**config.mk**
```make
export PLATFORM = sky130hd
export DESIGN_NAME = filter_rx
export DESIGN_NICKNAME = d
export VERILOG_FILES = /design/src/rtl/filter_rx.sv
export SDC_FILE = /design/constraint.sdc
export NUM_CORES = 1
export LEC_CHECK = 0
export ABC_AREA = 1
export CAP_MARGIN = 20
export CORE_ASPECT_RATIO = 1.25
export CORE_MARGIN = 2
export CORE_UTILIZATION = 40
export DETAILED_ROUTE_END_ITERATION = 6
export PLACE_DENSITY_LB_ADDON = 0.08
export RECOVER_POWER = 25
export SLEW_MARGIN = 10
export SYNTH_ARGS = -nofsm -noshare
export SYNTH_HDL_FRONTEND = slang
export SYNTH_SLANG_ARGS = --single-unit
```
**constraint.sdc**
```tcl
create_clock -name clk -period 5.7 [get_ports clk]
set_clock_uncertainty 0.1 [all_clocks]
set_input_delay 1.425 -clock clk [delete_from_list [all_inputs] [get_ports clk]]
set_output_delay 1.425 -clock clk [all_outputs]
set_load 0.005 [all_outputs]
```
**src/rtl/filter_rx.sv**
```systemverilog
// filter_rx: undoes a Filter stage's left shift and data/parity skew, buffering recovered words in a registered FIFO.
// Optional drop counter built only when FILTER_RX_DROPCNT_EN is defined; otherwise io_drops reads 8'h00.
module filter_rx #(
  parameter int WIDTH = 16,
  parameter int DEPTH = 4
) (
  input  logic             clk,
  input  logic             reset,
  input  logic [WIDTH-1:0] io_x_data,
  input  logic             io_x_valid,
  input  logic             io_x_parity,
  output logic [WIDTH-1:0] io_y_data,
  output logic             io_y_valid,
  output logic             io_y_parity,
  input  logic             io_y_ready,
  output logic             io_overflow,
  output logic [7:0]       io_drops
);
  localparam int AW = $clog2(DEPTH);
  logic [WIDTH:0] mem_q [DEPTH];
  logic [WIDTH:0] head_q, head_d, word;
  logic [AW:0] wr_q, wr_d, rd_q, rd_d;
  logic par_q, vld_q, vld_d, ov_q, full, push, pop, drop;
  // Entry layout: {recovered word, recovered parity}
  assign word = {par_q, io_x_data[WIDTH-1:1], io_x_data[0]};
  assign full = (wr_q[AW] != rd_q[AW]) && (wr_q[AW-1:0] == rd_q[AW-1:0]);
  assign pop = vld_q & io_y_ready;
  assign push = io_x_valid & (!full | pop);
  assign drop = io_x_valid & full & !pop;
  assign wr_d = wr_q + {{AW{1'b0}}, push};
  assign rd_d = rd_q + {{AW{1'b0}}, pop};
  assign vld_d = wr_d != rd_d;
  // New head bypasses the array when it is the word being written this cycle
  assign head_d = !vld_d ? head_q : (push && wr_q == rd_d) ? word : mem_q[rd_d[AW-1:0]];
  always_ff @(posedge clk)
    if (push) mem_q[wr_q[AW-1:0]] <= word;
  always_ff @(posedge clk or posedge reset)
    if (reset) begin
      wr_q <= '0;
      rd_q <= '0;
      par_q <= 1'b0;
      vld_q <= 1'b0;
      ov_q <= 1'b0;
      head_q <= '0;
    end else begin
      wr_q <= wr_d;
      rd_q <= rd_d;
      par_q <= io_x_parity;
      vld_q <= vld_d;
      ov_q <= ov_q | drop;
      head_q <= head_d;
    end
`ifdef FILTER_RX_DROPCNT_EN
  logic [7:0] drops_q;
  always_ff @(posedge clk or posedge reset)
    if (reset) drops_q <= 8'h00;
    else if (drop && drops_q != 8'hFF) drops_q <= drops_q + 8'd1;
  assign io_drops = drops_q;
`else
  assign io_drops = 8'h00;
`endif
  assign io_y_data = head_q[WIDTH:1];
  assign io_y_parity = head_q[0];
  assign io_y_valid = vld_q;
  assign io_overflow = ov_q;
endmodule
```
==> flow_summary_export.csv <==
group,metric,value,unit
status,outcome,"complete, no violations",
clock_network,path_clk_slew,60,ps
pwr,vdd_drop_max,0.250,mV
sta,rsz0062_at_grt,"no",
critical_path,crit_path_start,"io_y_ready",
routing,avgViaCountPerCell,4.94,
routing,via_count,2860,
clock_network,cts_tree,"done",
critical_path,cp.required,5640,ps
sta,relSlewSlack,38.8,%
final_layout,mostFrequentLayoutCell,"nand2_1",
critical_path,worstRegToRegCells,8,
routing,drtIter0Drc,168,
sta,clock.fmax,0.262,GHz
final_layout,diodes,0,
yosys,synth_cells,405,
floorplanning,dieArea,11300,µm²
critical_path,slowest_stage,"nor3_2",
floorplanning,dieWidth,95.6,µm
sta,period_share,67.1,%
floorplanning,rows,41,
floorplanning,fp.dieH,119,µm
clock_network,cts_sinks,94,
clock_network,clk_latency,340,ps
critical_path,endpoint,"mem_q[1][9]",
critical_path,r2r_slack,2780,ps
sta,final-setup-viol-count,0,
global_routing,antenna_found_initial,0,
floorplanning,initial_core_util,41.3,%
routing,drtAntennaViolNets,0,
clock_network,clockBufferDepth,2,
global_routing,grt_pass1_vias,2859,
routing,wl_met1,3.87,mm
yosys,ys_types,27,
pwr,power_density,636,nW/µm²
pwr,p_total,3160,µW
routing,top_layer_used,"met4",
floorplanning,ioPinCount,48,
critical_path,criticalPathCategory,"in -> reg",
sta,hold_viol_final,0,
critical_path,crit_fanout,21,
global_routing,grt_max_degree,39,
global_routing,grt_pass1_wl,15.1,mm
critical_path,crit_chain,"clkdlybuf4s50_1 > nand2_1 > nand2_1 > nor2_2 > nand2_1 > nand2_1 > nor3_2 > buf_4",
routing,wl_met3,472,µm
yosys,ys_ff_latch,94,
floorplanning,core,10200,µm²
sta,fin_tns_setup,0,ps
clock_network,postCtsHoldBufs,0,
yosys,avgSynthCellArea,10.4,µm²
global_routing,grt_usage,18.1,%
routing,wl_met2,4.90,mm
routing,drcViolationCount,0,
routing,wl_per_cell,16.3,µm
place,gp_congestion,0.835,
routing,postRouteWirelength,9.44,mm
critical_path,reg2reg_from,"wr_q[0]",
final_layout,drive_gt1_share,11.8,%
final_layout,area_growth,18.5,%
critical_path,end_kind,"flip-flop",
final_layout,fin_nets,470,
clock_network,cts_resized,0,
yosys,netlist_area,4200,µm²
place,hpwlAfterDp,5.93,mm
yosys,seq_area_frac_synth,64.1,%
critical_path,r2r-end,"mem_q[1][9]",
yosys,yosysWarnings,0,
critical_path,critPathMaxStageDelay,830,ps
sta,finalMaxSlewViolations,0,
flow_run,drv_cap,0,
sta,max_slew.worst_pin.slew,919,ps
worst_hold_path,hold_class,"reg -> reg",
critical_path,arrival,3770,ps
critical_path,crit_top_cell,"nand2_1",
global_routing,gr-total-overflow,0,
final_layout,layout_common_cells,"nand2_1, nand3_1, edfxtp_1",
clock_network,postCtsSetupBuffers,0,
clock_network,cts_root_buf,"clkbuf_16",
critical_path,cp-start-kind,"input pin",
clock_network,cts_buffers,9,
clock_network,htree_levels,3,
pwr,power.leakage,0.00207,µW
routing,dr.pass1.iters,4,
sta,fin_crit,3820,ps
final_layout,fill_cells,975,
place,port_buffers,39,
kinds of logic after synthesis:
family	Yosys count	share of synthesized area [%]
simple gates	227	24.1
flops	94	64.1
buf+inv	56	6.92
compound gates	19	2.59
xor+xnor	4	1.01
fa+ha+maj	4	1.19
other cells	1	0.0893
how the worst min path moves through the flow:
stage	start	cells after the start	endpoint	slack (ps)
after floorplan	io_overflow	1	io_overflow	370
after global placement	io_overflow	1	io_overflow	360
after detailed placement	io_overflow	1	io_overflow	370
after CTS	head_q[15]	2	head_q[15]	380
after global routing	io_overflow	1	io_overflow	400
final	head_q[15]	2	head_q[15]	380
routing by layer:
| layer | GRT usage [%] | up-vias |
|---|---|---|
| li1 | - | 1408 |
| met1 | 22.6 | 1370 |
| met2 | 30.2 | 68 |
| met3 | 4.08 | 14 |
| met4 | 6.96 | 0 |
| met5 | 0 | - |
cells in the mapped netlist:
cell type | count | share of area [%]
ha_1 | 4 | 1.2
buf_12 | 2 | 0.95
nor2_8 | 1 | 0.48
nor2_2 | 3 | 0.45
edfxtp_1 | 68 | 49
buf_1 | 1 | 0.089
buf_4 | 10 | 1.8
clkbuf_1 | 8 | 0.72
inv_1 | 25 | 2.2
nand2_4 | 1 | 0.27
nand2_1 | 132 | 12
buf_2 | 4 | 0.48
xor2_1 | 2 | 0.42
conb_1 | 1 | 0.089
inv_2 | 5 | 0.45
nand3_1 | 71 | 8.5
nor2_1 | 2 | 0.18
a21oi_4 | 1 | 0.39
nor3_1 | 4 | 0.48
inv_6 | 1 | 0.21
xnor2_1 | 1 | 0.21
o21ai_0 | 16 | 1.9
dfrtp_1 | 26 | 15
nand2_2 | 13 | 1.9
xor2_2 | 1 | 0.39
o21bai_1 | 1 | 0.18
o21ai_1 | 1 | 0.12
worst max-delay path, delay by kind of cell:
family | cells | cell delay, ps
buf+inv | 2 | 790
simple gates | 6 | 1530
layout make-up:
cell class	instances	area (µm²)	area share, %
multi-input cells	262	1260	25.4
clock buffers	9	225	4.53
inverters	31	121	2.44
clock inverters	7	65.1	1.31
repair buffers	47	447	8.98
flip-flops and latches	94	2690	54.1
well taps	129	161	3.25
metrics by stage:
stage	setup slack [ps]	instance area, µm²	cells	utilization [%]	hold slack [ps]
final	1880	4970	579	49.0	379
after global routing	1610	4970	579	49.0	403
after CTS	1810	4970	578	48.9	384
after detailed placement	1460	4680	562	46.1	365
after global placement	1450	4680	562	46.1	361
after floorplan	2110	4220	412	-	368
where the power goes:
part	total, µW	internal (µW)	switching, µW
sequential	1070	959	106
clock	590	337	254
combinational	1510	530	979
total	3160	1830	1340
sequential cells by signal (all words and copies together) (netlist names):
name and cells:
head_q 17, io_overflow 1, io_y_valid 1, mem_q 68
par_q 1, rd_q 3, wr_q 3
Power figures use the tool's default switching activity.
==> patch 1: new RTL, same flow settings <==
Build with the macro `FILTER_RX_DROPCNT_EN` defined.
--- a/src/rtl/filter_rx.sv
+++ b/src/rtl/filter_rx.sv
@@ -1,5 +1,7 @@
 // filter_rx: undoes a Filter stage's left shift and data/parity skew, buffering recovered words in a registered FIFO.
 // Optional drop counter built only when FILTER_RX_DROPCNT_EN is defined; otherwise io_drops reads 8'h00.
+`define FILTER_RX_DROPCNT_EN
+
 module filter_rx #(
   parameter int WIDTH = 16,
   parameter int DEPTH = 4
Function: changed (Yosys sat finds a counterexample within 10 cycles, from zero or initial values and one cycle with reset high).
==> patch 1 against the original RTL <==
  * Design area grew 10%
  * Power up 8.3%
  * Sequential cell count is 8 higher
  * Maximum frequency fell by 2.1%
  * Routed wire length grew 8.4%
  * Area after synthesis increased by 8.3%
  * Worst setup slack got worse by 82 ps
  * Largest power group unchanged
  * Highest routed layer unchanged
==> patch 1: results (changes against the original RTL) <==
clock-pin slew on the worst setup and hold paths - 70 ps
Largest stage delay, worst path - 610 ps (was 830 ps)
max-slew violations - 0 (unchanged)
final hold slack - 389.4 ps (was 379.4 ps)
DP Worst Slack - 1432 ps (was 1458 ps)
1st-iter DRT viols - 164 (was 168)
post-DP HPWL - 6829 um (was 5929 um)
crit-path leading delay family - buffers and inverters (was simple AND/OR/NAND/NOR gates)
top cells by area, synth - edfxtp_1 45%, dfrtp_1 19%, nand2_1 12% (was edfxtp_1 49%, dfrtp_1 15%, nand2_1 12%)
htree depth - 3 (unchanged)
vias in the first global route - 3072 (was 2859)
GPL Wtd Cong - 0.8346 (was 0.8352)
critical path's slowest cell - a21oi_2 (was nor3_2)
first-pass GRT wire length - 16330 um (was 15110 um)
final worst slack - 1794 ps (was 1876 ps)
diode count - 0 (unchanged)
DR WL met3 - 336 um (was 472 um)
sequential fraction of design power - 34.0% (was 33.7%)
Clock Power Share - 18.0% (was 18.7%)
Root Buffer - clkbuf_16 (unchanged)
area post-placement - 5170 um^2 (was 4679 um^2)
GR Layer Usage met2 - 30.07% (was 30.16%)
YS warnings - 0 (unchanged)
antenna violations before repair - 0 (unchanged)
vias - 3142 (was 2860)
met3 global-route usage - 3.166% (was 4.079%)
largest fanout on the critical path - 19 (was 21)
largest net degree at the start of global routing - 37 (was 39)
Wirelength per Cell - 16.13 um (was 16.30 um)
Num CTS Buffers - 9 (unchanged)
Data arrival, critical path - 4080 ps (was 3770 ps)
clock tree sinks - 102 (was 94)
Leak - 2.300 nW (was 2.071 nW)
P_sw - 1.465 mW (was 1.339 mW)
Post-CTS Setup Bufs - 0 (unchanged)
I/O Buffers - 47 (was 39)
placed insts - 618 (was 562)
worst slew pin tran - 983.1 ps (was 918.5 ps)
top sig layer - met4 (unchanged)
post-synthesis average cell area - 10.15 um^2 (was 10.36 um^2)
Total GRT Usage - 17.68% (was 18.10%)
status - finished clean (unchanged)
Clock Latency Late Sink - 340 ps (about the same)
fraction of layout cells with a size suffix above 1 - 11.42% (was 11.78%)
met1 Resource Use GR - 23.05% (was 22.55%)
Synth async-reset ratio - 33.33% (was 27.66%)
library cells used by synthesis - 30 (was 27)
FF-to-FF setup slack - 2650 ps (was 2780 ps)
Filler cells - 1055 (was 975)
Seq/Total Area, Yosys - 63.62% (was 64.14%)
HP Class - register to register (unchanged)
Post-CTS Resized - 0 (unchanged)
power per cell area - 626.9 nW/um^2 (was 636.3 nW/um^2)
M1 WL - 4430 um (was 3867 um)
met2 wire len - 5326 um (was 4904 um)
synth cell count leaders - 140 x nand2_1, 73 x nand3_1, 68 x edfxtp_1, 34 x dfrtp_1, 32 x inv_1 (was 132 x nand2_1, 71 x nand3_1, 68 x edfxtp_1, 26 x dfrtp_1, 25 x inv_1)
Worst VDD drop - 0.0002662 V (was 0.0002503 V)
max reg flops - 68 (unchanged)
wirelength, routed - 10230 um (was 9436 um)
nets - 520 (was 470)
patch 1: changes by cell type after synthesis, moves of 5 or more:
cell	unedited run	this run
buf_4	10	2
dfrtp_1	26	34
nand2_1	132	140
nand2_2	13	21
inv_1	25	32
nor2_1	2	9
xor2_1	2	7
patch 1: worst register-to-register path, delay by kind of cell (launching register included):
| kind | cells | cell delay [ps] |
|---|---|---|
| AO/OA/AOI/OAI | 1 | 610 |
| AND/OR/NAND/NOR | 6 | 510 |
| buffers and inverters | 2 | 390 |
| adder cells (fa/ha/maj) | 2 | 460 |
| flip-flops | 1 | 510 |
| XOR/XNOR | 2 | 410 |
patch 1: cells by family (layout without fill, tap and decap cells):
| kind of cell | count (synthesis) | in the layout | synth area share [%] |
|---|---|---|---|
| simple gates | 255 | 255 | 24.85 |
| compound gates | 22 | 22 | 2.559 |
| buf+inv | 54 | 105 | 5.338 |
| xor+xnor | 10 | 10 | 2.257 |
| flops | 102 | 102 | 63.62 |
| fa+ha+maj | 5 | 5 | 1.376 |
patch 1: worst paths after layout:
check,start,endpoint,cells after the start
worst min register to register,io_overflow$_DFF_PP0_,io_overflow$_DFF_PP0_,1
min in group asynchronous,reset,io_drops[3]$_DFFE_PP0P_,3
max in group asynchronous,reset,par_q$_DFF_PP0_,3
worst max register to register,wr_q[0]$_DFF_PP0_,head_q[13]$_DFFE_PP0P_,13
worst max-delay path,io_y_ready,head_q[13]$_DFFE_PP0P_,13
worst min-delay path,io_overflow$_DFF_PP0_,io_overflow$_DFF_PP0_,1
patch 1: layout make-up:
type	count	area [um^2]	share of cell area, %
inverters	37	143.9	2.631
flip-flops and latches	102	2893	52.89
well taps	135	168.9	3.089
multi-input cells	292	1456	26.63
clock buffers	9	225.2	4.118
clock inverters	7	73.82	1.350
repair buffers	52	508.0	9.288
==> patch 2: new RTL, same settings <==
Made on the original files. Register the output `io_overflow` once more, with the module's reset; this adds one clock of latency there. The other outputs are not delayed to match.
--- a/src/rtl/filter_rx.sv
+++ b/src/rtl/filter_rx.sv
@@ -62,5 +62,11 @@
   assign io_y_data = head_q[WIDTH:1];
   assign io_y_parity = head_q[0];
   assign io_y_valid = vld_q;
-  assign io_overflow = ov_q;
+  always_ff @(posedge clk or posedge reset) begin
+      if (reset) begin
+          io_overflow <= '0;
+      end else begin
+          io_overflow <= ov_q;
+      end
+  end
 endmodule
Formal check against the unedited RTL: not equivalent (Yosys sat finds a counterexample within 10 cycles, from zero or initial values and one cycle with reset high).
==> patch 2 against the original RTL <==
  * The flow now finishes with violations (capacitance limit, slew limit)
  * Clock power up 2%
  * Worst setup slack better by 73 ps
  * Routed wire length up 0.16%
  * Critical path depth up 5
  * Core utilization up 0.15 points
  * Register-to-register slack better by 70 ps
  * Design area up 0.81%
  * Area after synthesis up 0.60%
  * Power up 1.5%
  * Sequential cell count up 1
  * Largest power group unchanged
==> patch 2: results (changes against the original RTL) <==
status - finished with violations (was finished clean)
violated checks - capacitance limit, slew limit
placed insts - 564 (was 562)
vias - 2859 (was 2860)
critical path's slowest cell - clkdlybuf4s50_1 (was nor3_2)
Hold Crit Depth - 0 (was 2)
Largest stage delay, worst path - 460 ps (was 830 ps)
timing-limited maximum frequency - 0.2666 GHz (was 0.2615 GHz)
met1 Resource Use GR - 23.40% (was 22.55%)
synth cell count leaders - 132 x nand2_1, 71 x nand3_1, 68 x edfxtp_1, 27 x dfrtp_1, 25 x inv_1 (was 132 x nand2_1, 71 x nand3_1, 68 x edfxtp_1, 26 x dfrtp_1, 25 x inv_1)
max_cap viols - 1 (was 0)
first-pass GRT wire length - 15130 um (was 15110 um)
max-slew violations - 28 (was 0)
Seq/Total Area, Yosys - 64.36% (was 64.14%)
Filler cells - 961 (was 975)
HP Start - ov_q$_DFF_PP0_ (was head_q[15]$_DFFE_PP0P_)
largest fanout on the critical path - 19 (was 21)
headroom to the max-slew limit - -11.28% (was 38.77%)
vias in the first global route - 2848 (was 2859)
Worst R2R End - head_q[11]$_DFFE_PP0P_ (was mem_q[1][9]$_DFFE_PP_)
final hold slack - 283.3 ps (was 379.4 ps)
top cells by area, synth - edfxtp_1 48%, dfrtp_1 16%, nand2_1 12% (was edfxtp_1 49%, dfrtp_1 15%, nand2_1 12%)
largest net degree at the start of global routing - 38 (was 39)
nets - 471 (was 470)
post-synthesis average cell area - 10.40 um^2 (was 10.36 um^2)
wirelength, routed - 9451 um (was 9436 um)
Worst VDD drop - 0.0002323 V (was 0.0002503 V)
worst r2r path cells - 13 (was 8)
==> patch 2: changes by cell type after synthesis <==
cell	unedited run	this run
dfrtp_1	26	27
==> patch 2: how the worst max path moves through the flow <==
stage,from,to,slack [ps],depth (start not counted)
floorplan,io_y_ready,mem_q[2][0]$_DFFE_PP_,2110,7
global route,io_y_ready,head_q[12]$_DFFE_PP0P_,1740,13
finish,io_y_ready,head_q[11]$_DFFE_PP0P_,1950,13
detailed placement,io_y_ready,head_q[11]$_DFFE_PP0P_,1600,13
CTS,io_y_ready,head_q[11]$_DFFE_PP0P_,1950,13
global placement,io_y_ready,head_q[14]$_DFFE_PP0P_,1650,13
==> patch 2: logic make-up (layout without fill, tap and decap cells) <==
logic type / after synthesis / in the layout / synth area share (%)
compound gates: 19 / 19 / 2.578
other cells: 1 / 8 / 0.08880
fa+ha+maj: 4 / 4 / 1.185
simple gates: 227 / 227 / 23.91
flops: 95 / 95 / 64.36
xor+xnor: 4 / 4 / 1.008
buf+inv: 56 / 94 / 6.874
==> patch 2: final cells by class <==
| cell class | instances | area share [%] |
|---|---|---|
| Sequential cell | 95 | 54.21 |
| Clock buffer | 14 | 5.890 |
| Inverter | 31 | 2.421 |
| Clock inverter | 2 | 0.1997 |
| Multi-Input combinational cell | 262 | 25.16 |
| Timing Repair Buffer | 47 | 8.909 |
| Tap cell | 129 | 3.219 |
==> patch 2: routing by layer <==
| layer | wire length [um] | vias to the layer above |
|---|---|---|
| li1 | - | 1409 |
| met1 | 4209 | 1389 |
| met2 | 4748 | 46 |
| met3 | 294 | 15 |
| met4 | 199 | 0 |
| met5 | 0 | - |
==> patch 2: worst register-to-register path, delay by kind of cell (launching register included) <==
| kind | cells | cell delay (ps) |
|---|---|---|
| AO/OA/AOI/OAI | 1 | 460 |
| XOR/XNOR | 2 | 370 |
| adder cells (fa/ha/maj) | 2 | 430 |
| buffers and inverters | 2 | 400 |
| flip-flops | 1 | 480 |
| AND/OR/NAND/NOR | 6 | 570 |
==> patch 2: power groups by stage <==
stage               clock network (mW)  registers (mW)  logic [mW]
global placement                     0            1.08        1.55
global route                     0.646            1.09        1.75
detailed placement                   0            1.08        1.57
CTS                              0.615            1.07        1.58
finish                           0.599            1.07        1.54
floorplan                            0            1.07        1.11
==> patch 2: metrics by stage <==
| stage | utilization (%) | instance area [um^2] | setup slack (ps) |
|---|---|---|---|
| 2_1_floorplan | - | 4249 | 2105 |
| 3_3_place_gp | 46.16 | 4712 | 1648 |
| 3_5_place_dp | 46.16 | 4712 | 1599 |
| 4_1_cts | 49.15 | 5017 | 1947 |
| 5_1_grt | 49.11 | 5014 | 1738 |
| 6_report | 49.11 | 5014 | 1949 |
